===== config.mk =====
export PLATFORM = sky130hd
export DESIGN_NAME = aes_round_sched
export DESIGN_NICKNAME = d
export VERILOG_FILES = /design/src/rtl/aes_pkg.sv /design/src/rtl/aes_rnd_cnt.sv /design/src/rtl/aes_round_sched.sv
export SDC_FILE = /design/constraint.sdc
export NUM_CORES = 1
export LEC_CHECK = 0
export ABC_AREA = 1
export BUFFER_PORTS_ARGS = -buffer_cell sky130_fd_sc_hd__buf_2
export CAP_MARGIN = 10
export CORE_AREA = 2 2 356 358
export CTS_CLUSTER_DIAMETER = 50
export CTS_CLUSTER_SIZE = 25
export DETAILED_ROUTE_END_ITERATION = 10
export DIE_AREA = 0 0 358 360
export GPL_ROUTABILITY_DRIVEN = 0
export PLACE_DENSITY = 0.3
export SYNTH_ARGS = -nofsm -noshare
export SYNTH_HDL_FRONTEND = slang
export SYNTH_SLANG_ARGS = --single-unit

===== constraint.sdc =====
create_clock -name clk -period 3.4 [get_ports clk]
set_input_delay 0.68 -clock clk [delete_from_list [all_inputs] [get_ports clk]]
set_output_delay 0.68 -clock clk [all_outputs]
set_load 0.05 [all_outputs]

===== src/rtl/aes_pkg.sv =====
// Shared AES sequencing definitions: block width, round count and the
// round-scheduler state encoding.
package aes_pkg;

  localparam int AES_NUM_RNDS = 10;
  localparam int AES_BLK_W    = 128;

  typedef enum logic [1:0] {
    IDLE  = 2'd0,
    ROUND = 2'd1,
    DONE  = 2'd2
  } sched_state_t;

endpackage


===== src/rtl/aes_rnd_cnt.sv =====
// Round counter for the AES scheduler: loads 1 on block start, steps once per
// round and returns to 0 after the last round, so it never exceeds NUM_RNDS.
module aes_rnd_cnt #(
  parameter int NUM_RNDS = 10
) (
  input  logic       clk,
  input  logic       rst,
  input  logic       start,
  input  logic       adv,
  output logic [3:0] cnt,
  output logic       last
);

  assign last = (cnt == 4'(NUM_RNDS));

  always_ff @(posedge clk) begin
    if (!rst) begin
      cnt <= 4'd0;
    end else if (start) begin
      cnt <= 4'd1;
    end else if (adv) begin
      cnt <= last ? 4'd0 : cnt + 4'd1;
    end
  end

endmodule


===== src/rtl/aes_round_sched.sv =====
// AES round scheduler: sequences one block through NUM_RNDS rounds of an
// external datapath. Optional block counter enabled by AES_SCHED_PERF_EN.
//
// state | meaning
// IDLE  | waiting for a block, in_ready high
// ROUND | one round per cycle, dp_rnd = current round
// DONE  | ciphertext held on out_data until out_ready
module aes_round_sched
  import aes_pkg::*;
#(
  parameter int NUM_RNDS = AES_NUM_RNDS
) (
  input  logic                 clk,
  input  logic                 rst,
  input  logic                 in_valid,
  output logic                 in_ready,
  input  logic [AES_BLK_W-1:0] in_data,
  input  logic [AES_BLK_W-1:0] in_key,
  output logic [3:0]           dp_rnd,
  output logic [AES_BLK_W-1:0] dp_state,
  output logic [AES_BLK_W-1:0] dp_key,
  input  logic [AES_BLK_W-1:0] dp_state_nxt,
  input  logic [AES_BLK_W-1:0] dp_key_nxt,
  output logic                 out_valid,
  input  logic                 out_ready,
  output logic [AES_BLK_W-1:0] out_data,
  output logic                 busy
`ifdef AES_SCHED_PERF_EN
  ,
  output logic [31:0]          blk_cnt
`endif
);

  sched_state_t state;
  logic         accept;
  logic         in_round;
  logic         last_rnd;
  logic [3:0]   rnd_cnt;

  assign accept   = (state == IDLE) && in_valid && in_ready;
  assign in_round = (state == ROUND);

  aes_rnd_cnt #(
    .NUM_RNDS (NUM_RNDS)
  ) u_rnd_cnt (
    .clk   (clk),
    .rst   (rst),
    .start (accept),
    .adv   (in_round),
    .cnt   (rnd_cnt),
    .last  (last_rnd)
  );

  // Counter is 0 outside ROUND, so it can drive the datapath directly.
  assign dp_rnd   = rnd_cnt;
  assign out_data = dp_state;

  always_ff @(posedge clk) begin
    if (!rst) begin
      state     <= IDLE;
      in_ready  <= 1'b1;
      out_valid <= 1'b0;
      busy      <= 1'b0;
      dp_state  <= '0;
      dp_key    <= '0;
    end else begin
      case (state)
        IDLE: begin
          if (accept) begin
            dp_state <= in_data ^ in_key;
            dp_key   <= in_key;
            state    <= ROUND;
            in_ready <= 1'b0;
            busy     <= 1'b1;
          end
        end
        ROUND: begin
          dp_state <= dp_state_nxt;
          dp_key   <= dp_key_nxt;
          if (last_rnd) begin
            state     <= DONE;
            out_valid <= 1'b1;
          end
        end
        DONE: begin
          if (out_ready) begin
            state     <= IDLE;
            out_valid <= 1'b0;
            busy      <= 1'b0;
            in_ready  <= 1'b1;
          end
        end
        default: begin
          state     <= IDLE;
          in_ready  <= 1'b1;
          out_valid <= 1'b0;
          busy      <= 1'b0;
        end
      endcase
    end
  end

`ifdef AES_SCHED_PERF_EN
  always_ff @(posedge clk) begin
    if (!rst) begin
      blk_cnt <= 32'd0;
    end else if ((state == DONE) && out_ready) begin
      blk_cnt <= blk_cnt + 32'd1;
    end
  end
`endif

endmodule


==> impl_metrics.py <==
metrics = {
    "final_layout": {
        "multi_input_area_mm2": 0.00663,
        "drive_above_1_share_pct": 39.9,
        "final_area_mm2": 0.0212,
        "area_delta_synth_final_pct": 57.3,
        "fin_nets": 3132,
        "ff_latch_area_mm2": 0.00531,
        "fill_cells": 14600,
        "utilization_pct": 17.0,
    },
    "timing": {
        "tightest_slew_ps": 900,
        "setup_tns_ps": 0,
        "fmax_ghz": 0.469,
        "period_share_pct": 62.7,
        "finClkSkew_ps": 12.2,
        "setup-violations-final": 0,
        "slew_violations": 0,
        "rsz0062_at_grt": "no",
        "min_period_ps": 2130,
        "finalHoldViolations": 0,
        "slew_headroom_pct": 39.6,
    },
    "detailed_routing": {
        "firstDrtPassIters": 5,
        "via_per_inst": 3.46,
        "drt_iter0_drc": 655,
        "drc": 0,
        "wl_per_cell_um": 18.4,
        "ant_nets": 0,
        "vias": 14900,
        "wl_um": 79500,
    },
    "floorplan": {
        "dieArea_mm2": 0.129,
        "pin_count": 907,
        "core_mm2": 0.125,
        "die_h_um": 360,
        "start_util_pct": 10.8,
        "dieWidth_um": 358,
        "rows": 130,
    },
    "synth": {
        "ys_ff_latch": 265,
        "synthCells": 1857,
        "netlist_area_mm2": 0.0135,
        "yosysSeqAreaShare_pct": 39.3,
        "synth_fp_nets": 2373,
        "synth_area_per_cell_um2": 7.27,
        "synth-warning-count": 0,
        "ys_types": 20,
    },
    "cts": {
        "clock_latency_ps": 610,
        "cts_setup_buffers": 0,
        "clk_pin_slew_worst_paths_ps": 50,
        "hold_buffers": 0,
        "clock-sinks": 265,
        "cts_made_buffers": 57,
        "cts_tree": "built",
        "clockBufferDepth": 3,
        "clockRootBuffer": "clkbuf_16",
        "h-tree-depth": 2,
        "ctsResizeCount": 0,
    },
    "critical_path": {
        "path_cells": "buf_2",
        "cp-endpoint": "dp_state[46]",
        "cpMaxStageDelayCell": "dfxtp_1",
        "reg2reg_depth": 6,
        "reg2reg_setup_slack_ps": 1390,
        "worstSetupPathDepth": 1,
        "cpPeakStageDelay_ps": 520,
        "critPathLaunch": "dp_state[46]",
        "timing.rr.end": "dp_state[109]",
        "start_kind": "register",
        "critPathArrivalTime_ps": 1450,
        "r2r_start": "state[0]",
        "cp_max_fo": 3,
        "cp.required_ps": 2720,
        "crit_family": "flip-flops",
        "critPathKind": "register to primary output",
        "crit_buf_inv": 1,
        "critPathCaptureType": "primary output",
    },
    "grt": {
        "grt_pass1_wl_um": 109000,
        "antenna_found_initial": 15,
        "grt_pass1_vias": 14900,
        "grt_remaining_overflow": 0,
        "grt_usage_pct": 11.7,
        "grt_max_degree": 155,
    },
    "place": {
        "io_buffers": 906,
        "post_dp_cell_area_mm2": 0.0191,
        "dp.final_hpwl_um": 63300,
    },
    "status": {
        "run_status": "finished, final reports clean",
    },
    "power": {
        "leakage_nw": 9.66,
        "p_per_area_mw_per_mm2": 731,
        "peakVddDrop_mv": 0.320,
        "power_mw": 15.5,
    },
    "hold_path": {
        "worstHoldPathType": "input pin to register",
    },
    "run": {
        "cap_violations": 0,
    },
}
registers in the layout, summed over array words and instances, names as in the netlist:
| signal | cells |
|---|---|
| out_valid | 1 |
| state | 2 |
| busy | 1 |
| dp_state | 128 |
| in_ready | 1 |
| dp_key | 128 |
| u_rnd_cnt.cnt | 4 |
synthesized netlist by cell type (all sizes together):
library cell	instances	area share, %
nor2	264	7.3
xnor2	128	8.3
o21ai	259	9.6
nand2	406	11
dfxtp	265	39
buf	199	10
a21oi	135	5.0
o211ai	1	0.056
nor3	1	0.037
a31oi	1	0.046
clkbuf	56	1.6
nand3	4	0.15
a21boi	128	7.1
inv	10	0.28
layout by cell type (no fill, tap or decap), types with 3 or more instances in the layout:
master     count
inv_6          3
clkbuf_16     57
xnor2_1      128
a21boi_0      11
diode_2        3
inv_1          6
a21boi_1     117
buf_12        12
bufinv_16     14
a21oi_1      135
clkbuf_8      10
dfxtp_1      265
buf_2        905
o21ai_0      233
nand2_1      405
clkinv_2      11
o21ai_1       26
clkbuf_1       6
nand3_1        4
buf_4         38
nor2_1       262
clkinv_4       4
power by group:
part           internal, mW  switching (mW)  total (mW)
Combinational          1.31            4.06        5.37
Sequential             3.54           0.363        3.90
Clock                  4.32            1.93        6.25
Total                  9.17            6.35        15.5
cells by family after synthesis:
kind of cell	share of synthesized area, %
AND/OR/NAND/NOR	18.8
AO/OA/AOI/OAI	21.8
flip-flops	39.3
buffers and inverters	11.8
XOR/XNOR	8.30
per-stage QoR:
step                      hold slack [ps]  setup WS (ps)  std cells
after floorplan                       521           1720       1857
after global placement                448           1060       4207
after global routing                  328           1200       4315
after detailed placement              451           1030       4207
final                                 370           1270       4316
after CTS                             302           1200       4313
metal layers:
metal	global-route usage (%)	vias up	routed length [µm]
li1	-	7488	-
met1	14.2	6804	33800
met2	20.5	543	38900
met3	3.14	90	5330
met4	2.72	10	1430
met5	0	-	51
how the worst min path moves through the flow:
stage,slack (ps),depth (start not counted),start,to
floorplan,520,2,state[1],state[1]
global placement,450,2,dp_key[112],dp_key[112]
detailed placement,450,2,dp_key[73],dp_key[73]
CTS,300,3,in_key[73],dp_key[73]
global route,330,3,in_key[73],dp_key[73]
finish,370,3,in_key[71],dp_key[71]
layout make-up:
class / instances / area share [%]
inverter: 10 / 0.236
tap: 1650 / 9.72
clock inverter: 33 / 2.56
clock buffer: 73 / 7.47
multi-input combinational: 1327 / 31.2
antenna: 3 / 0.0353
sequential: 265 / 25.0
timing repair buffer: 955 / 23.8
(Power assumes the default switching activity.)
